### src/rtl/csdiv_seq_if.sv
// Start/done handshake bundle for the sequential restoring divider.
// The requester drives operands and start; the divider returns the results and status.
interface csdiv_seq_if #(
    parameter int WIDTH = 8
);
    logic                   start;
    logic [2*WIDTH-1:0]     dividend;
    logic [WIDTH-1:0]       divisor;
    logic [2*WIDTH-1:0]     quotient;
    logic [WIDTH-1:0]       remainder;
    logic                   busy;
    logic                   done;
    logic                   div_by_zero;

    modport master (
        output start, dividend, divisor,
        input  quotient, remainder, busy, done, div_by_zero
    );

    modport slave (
        input  start, dividend, divisor,
        output quotient, remainder, busy, done, div_by_zero
    );
endinterface

### src/rtl/csdiv_seq.sv
// Sequential restoring divider: 2*WIDTH-bit dividend by WIDTH-bit divisor,
// one quotient bit per clock, MSB first, with a start/done handshake.
module csdiv_seq #(
    parameter int WIDTH = 8
) (
    input  logic        clk,
    input  logic        rst,
    csdiv_seq_if.slave  bus
);
    localparam int QW = 2 * WIDTH;
    localparam int CW = $clog2(QW + 1);

    typedef enum logic [1:0] {
        IDLE,
        RUN,
        DONE
    } state_t;

    state_t state, state_next;

    logic [QW-1:0]    dividend_shift;
    logic [QW-1:0]    quot_work;
    logic [WIDTH-1:0] divisor_reg;
    logic [WIDTH:0]   part_rem;
    logic [CW-1:0]    iter_count;
    logic             zero_div;

    logic [QW-1:0]    quotient_reg;
    logic [WIDTH-1:0] remainder_reg;
    logic             div_by_zero_reg;

    logic             accept;
    logic             finish;
    logic [WIDTH:0]   p_shift;
    logic [WIDTH:0]   p_next;
    logic             fits;

    always_ff @(posedge clk or posedge rst) begin
        if (rst) begin
            state <= IDLE;
        end else begin
            state <= state_next;
        end
    end

    // A zero divisor still spends one cycle in RUN so busy is visible before done.
    always_comb begin
        state_next = state;
        accept     = 1'b0;
        finish     = 1'b0;
        case (state)
            IDLE, DONE: begin
                if (bus.start) begin
                    accept     = 1'b1;
                    state_next = RUN;
                end
            end
            RUN: begin
                if (zero_div || iter_count == CW'(1)) begin
                    finish     = 1'b1;
                    state_next = DONE;
                end
            end
            default: state_next = IDLE;
        endcase
    end

    always_comb begin
        p_shift = {part_rem[WIDTH-1:0], dividend_shift[QW-1]};
        fits    = (p_shift >= {1'b0, divisor_reg});
        p_next  = fits ? (p_shift - {1'b0, divisor_reg}) : p_shift;
    end

    always_ff @(posedge clk or posedge rst) begin
        if (rst) begin
            dividend_shift  <= '0;
            quot_work       <= '0;
            divisor_reg     <= '0;
            part_rem        <= '0;
            iter_count      <= '0;
            zero_div        <= 1'b0;
            quotient_reg    <= '0;
            remainder_reg   <= '0;
            div_by_zero_reg <= 1'b0;
        end else if (accept) begin
            dividend_shift  <= bus.dividend;
            divisor_reg     <= bus.divisor;
            quot_work       <= '0;
            part_rem        <= '0;
            iter_count      <= CW'(QW);
            zero_div        <= (bus.divisor == '0);
            div_by_zero_reg <= 1'b0;
        end else if (state == RUN) begin
            if (!zero_div) begin
                dividend_shift <= dividend_shift << 1;
                part_rem       <= p_next;
                quot_work      <= {quot_work[QW-2:0], fits};
                iter_count     <= iter_count - CW'(1);
            end
            // The untouched dividend register still holds the original low half here.
            if (finish) begin
                if (zero_div) begin
                    quotient_reg    <= '1;
                    remainder_reg   <= dividend_shift[WIDTH-1:0];
                    div_by_zero_reg <= 1'b1;
                end else begin
                    quotient_reg    <= {quot_work[QW-2:0], fits};
                    remainder_reg   <= p_next[WIDTH-1:0];
                    div_by_zero_reg <= 1'b0;
                end
            end
        end
    end

    assign bus.quotient    = quotient_reg;
    assign bus.remainder   = remainder_reg;
    assign bus.div_by_zero = div_by_zero_reg;
    assign bus.busy        = (state == RUN);
    assign bus.done        = (state == DONE);
endmodule

### src/flat_wrapper.sv
// flat-port wrapper written by rule: the top's interface ports become plain ports
module csdiv_seq_flat 
#(
    parameter int WIDTH = 8
)
  (clk, rst, bus_start, bus_dividend, bus_divisor, bus_quotient, bus_remainder, bus_busy, bus_done, bus_div_by_zero);
  csdiv_seq_if #(.WIDTH(WIDTH)) bus_i ();
  input  logic clk;
  input  logic rst;
  input wire logic [$bits(bus_i.start)-1:0] bus_start;
  input wire logic [$bits(bus_i.dividend)-1:0] bus_dividend;
  input wire logic [$bits(bus_i.divisor)-1:0] bus_divisor;
  output wire logic [$bits(bus_i.quotient)-1:0] bus_quotient;
  output wire logic [$bits(bus_i.remainder)-1:0] bus_remainder;
  output wire logic [$bits(bus_i.busy)-1:0] bus_busy;
  output wire logic [$bits(bus_i.done)-1:0] bus_done;
  output wire logic [$bits(bus_i.div_by_zero)-1:0] bus_div_by_zero;
  assign bus_i.start = bus_start;
  assign bus_i.dividend = bus_dividend;
  assign bus_i.divisor = bus_divisor;
  assign bus_quotient = bus_i.quotient;
  assign bus_remainder = bus_i.remainder;
  assign bus_busy = bus_i.busy;
  assign bus_done = bus_i.done;
  assign bus_div_by_zero = bus_i.div_by_zero;
  csdiv_seq #(.WIDTH(WIDTH)) u_core (.clk(clk), .rst(rst), .bus(bus_i));
endmodule
### config.mk
export PLATFORM = sky130hd
export DESIGN_NAME = csdiv_seq_flat
export DESIGN_NICKNAME = d
export VERILOG_FILES = /design/src/rtl/csdiv_seq_if.sv /design/src/rtl/csdiv_seq.sv /design/src/flat_wrapper.sv
export SDC_FILE = /design/constraint.sdc
export NUM_CORES = 1
export LEC_CHECK = 0
export CAP_MARGIN = 30
export CORE_MARGIN = 2
export CORE_UTILIZATION = 45
export DETAILED_ROUTE_END_ITERATION = 16
export PLACE_DENSITY = 0.76
export SLEW_MARGIN = 20
export SYNTH_ARGS = -nofsm -noshare
export SYNTH_HDL_FRONTEND = slang
export SYNTH_SLANG_ARGS = --single-unit
### constraint.sdc
create_clock -name clk -period 2.8 [get_ports clk]
set_input_delay 0.56 -clock clk [delete_from_list [all_inputs] [get_ports clk]]
set_output_delay 0.56 -clock clk [all_outputs]
set_load 0.005 [all_outputs]
==> results.md <==
- DP Worst Slack: 0.6918 ns
- Initial Util: 0.4658
- Sequential cell fraction of total power: 0.354
- Critical path arrival: 2.42 ns
- GPL Wtd Cong: 0.7931
- CTS tree: yes
- Avg Cell Area, Syn: 9.474 um^2
- # DRC: 0
- Final setup fails: 0
- Row count: 33
- EDFF count, synth: 0
- Comb pwr share: 0.488
- Synthesized instance count: 404
- Post-cts gate resize count: 0
- DR pass1 iterations: 4
- Flops & latches, synth: 80
- Hpwl dp: 5906 um
- Post-Syn Nets: 442
- Total GRT Usage: 0.2012
- Hold-fix buffers, CTS: 0
- Primary FF master, synth: dfrtp_1
- LEAKAGE: 2.045 nW
- Pin count of the biggest net entering global routing: 47
- Via count: 3,125
- Mapped Area: 0.003827 mm^2
- Final period utilization: 0.7665
- DR iter-0 viols: 196
- Status: complete, no violations
- Setup Crit Path Kind: reg2reg
- Setup crit start kind: register
- Sequential share of the synthesized area: 0.5230
- Clock network fraction of total power: 0.158
- Reg2reg start: u_core.part_rem[5]$_DFFE_PP0P_
- Clk_skew: 0.009636 ns
- Global route overflow: 0
- Max-cap violations: 0
- Netlist cell types: 47
- Clk slew on worst S/H paths: 0.08 ns
- Initial antenna violation count: 0
- CP startpoint: u_core.part_rem[5]$_DFFE_PP0P_
- Total chip power: 5.967 mW
- Vias per cell: 5.560
- Worst-skew pair later-pin latency: 0.36 ns
- Ant diodes: 0
- WL/cell: 15.28 um
- Root buffer cell: clkbuf_8
- Bufs on Longest Clock Path: 2
- Core Area: 0.008217 mm^2
- Setup ws final: 0.6539 ns
- Ratio of cells with drive above 1 in the final layout: 0.07659
- Worst Path Max Fanout: 12
- Io pins: 54
- Fin nets: 490
- Net Sw Frac: 0.3972
- Synthesis Warnings: 0
- Actual slew at the worst max-slew pin: 0.7916 ns
- VDD IR max: 0.5504 mV
- Placed Area: 0.004428 mm^2
- Total wire length: 8589 um
- Switching power: 2.370 mW
- CP required: 3.07 ns
- Die Y: 96.23 um
- Finished Cell Area: 0.004647 mm^2
- First-pass GRT wire length: 14,390 um
- Final Max Tran Viols: 0
- Routed Antenna Nets: 0
- Area delta synth->final: 21.41%
- Critical path endpoint category: register
- Vias in the first global route: 2,999
- P_int: 3.597 mW
- Finished Layout Cells: 562
- Post-CTS Setup Inserts: 0
- Hold Fails Final Rpt: 0
- Chip width: 96.23 um
- Async set or reset register ratio after synthesis: 1.000
- F_max: 466.0 MHz
- Clock period minus worst slack: 2.146 ns
- Fill cell count: 699
- H-tree depth: 3
- Slew HR: 0.4723
- I/O Buffers: 53
- Worst Hold Class: in2async
- RSZ-0062 raised after global routing: no
- Clock buffer count from CTS: 9
- Die ar.: 0.009259 mm^2
- Setup TNS: 0 ns
- Clock sink total: 80
- Placed Instances: 546
- PwrDens: 1284 mW/mm^2
[kinds of logic after synthesis]
group | after synthesis | share of synthesized area
compound gates | 108 | 0.1801
xor+xnor | 7 | 0.01602
fa+ha+maj | 11 | 0.03792
buf+inv | 41 | 0.05067
flops | 80 | 0.5230
mux | 6 | 0.01831
simple gates | 151 | 0.1739
[critical path: stages, from the launching register on]
cell     delay, ns
dfrtp_1       0.41
ha_1          0.45
nand3_1       0.16
nor2_1        0.19
a21o_2        0.35
mux2_4        0.34
o22ai_1       0.15
[cell type report]
type | count | area, um^2 | area share
Clock buffer | 9 | 123.9 | 0.02666
Clock inverter | 7 | 95.09 | 0.02046
Inverter | 16 | 60.06 | 0.01292
Tap cell | 105 | 131.4 | 0.02827
Multi-Input combinational cell | 283 | 1637 | 0.3522
Timing Repair Buffer | 62 | 598.1 | 0.1287
Sequential cell | 80 | 2002 | 0.4308
[cells in the final DEF (no fill, tap or decap), drive strengths merged, types with 5 or more instances in the layout]
cell type / count
clkdlybuf4s50: 53
nor2b: 6
buf: 9
ha: 10
nor2: 31
dfrtp: 80
inv: 17
a31oi: 16
clkbuf: 9
a21oi: 32
nand2b: 5
o22a: 16
nand3: 13
nand2: 82
o21ai: 24
[routing by layer]
metal,up-vias,global-route usage,routed length (um)
met5,-,0,0
met4,0,0.07619,129
met3,13,0.03367,304
met2,76,0.3154,4119
met1,1542,0.2803,4035
li1,1494,-,-
[power groups by stage]
stage / clock network [mW] / registers (mW) / logic (mW)
after global placement: 0 / 2.11 / 2.80
after global routing: 1.00 / 2.18 / 3.26
final: 0.941 / 2.11 / 2.91
after detailed placement: 0 / 2.12 / 2.89
after CTS: 0.958 / 2.11 / 2.92
after floorplan: 0 / 2.04 / 2.06
[per-stage QoR]
| step | util | hold slack, ns |
|---|---|---|
| final | 0.5656 | 0.4045 |
| after global routing | 0.5656 | 0.4150 |
| after CTS | 0.5656 | 0.3991 |
| after detailed placement | 0.5389 | 0.4763 |
| after global placement | 0.5389 | 0.4694 |
| after floorplan | - | 0.4523 |
[worst paths after layout]
check | end | slack [ns] | depth (start not counted)
max | u_core.bus.remainder[1]$_DFFE_PP0P_ | 0.65 | 6
min | u_core.bus.quotient[4]$_DFFE_PP0P_ | 0.40 | 2
max reg2reg | u_core.bus.remainder[1]$_DFFE_PP0P_ | 0.65 | 6
min reg2reg | u_core.bus.quotient[2]$_DFFE_PP0P_ | 0.49 | 1
max in group asynchronous | u_core.divisor_reg[4]$_DFFE_PP0P_ | 1.66 | 3
min in group clk | u_core.bus.quotient[2]$_DFFE_PP0P_ | 0.49 | 1
[synthesized netlist by cell type (2+ instances only)]
master | number | share of area
a211oi_1 | 4 | 0.0078
a21oi_1 | 31 | 0.041
a31oi_1 | 16 | 0.026
buf_1 | 2 | 0.0020
buf_2 | 5 | 0.0065
buf_4 | 3 | 0.0059
buf_6 | 3 | 0.0088
clkbuf_1 | 12 | 0.012
dfrtp_1 | 80 | 0.52
ha_1 | 10 | 0.033
inv_1 | 16 | 0.016
mux2_4 | 2 | 0.0078
mux2i_1 | 4 | 0.010
nand2_1 | 82 | 0.080
nand2b_1 | 5 | 0.0082
nand3_1 | 13 | 0.017
nand3b_1 | 4 | 0.0078
nor2_1 | 31 | 0.030
nor2b_1 | 6 | 0.0098
nor4_1 | 3 | 0.0049
o21ai_0 | 21 | 0.027
o21ai_1 | 3 | 0.0039
o22a_1 | 16 | 0.037
o22ai_1 | 4 | 0.0065
xnor2_1 | 4 | 0.0092
xor2_1 | 3 | 0.0069
Power figures use the tool's default switching activity.
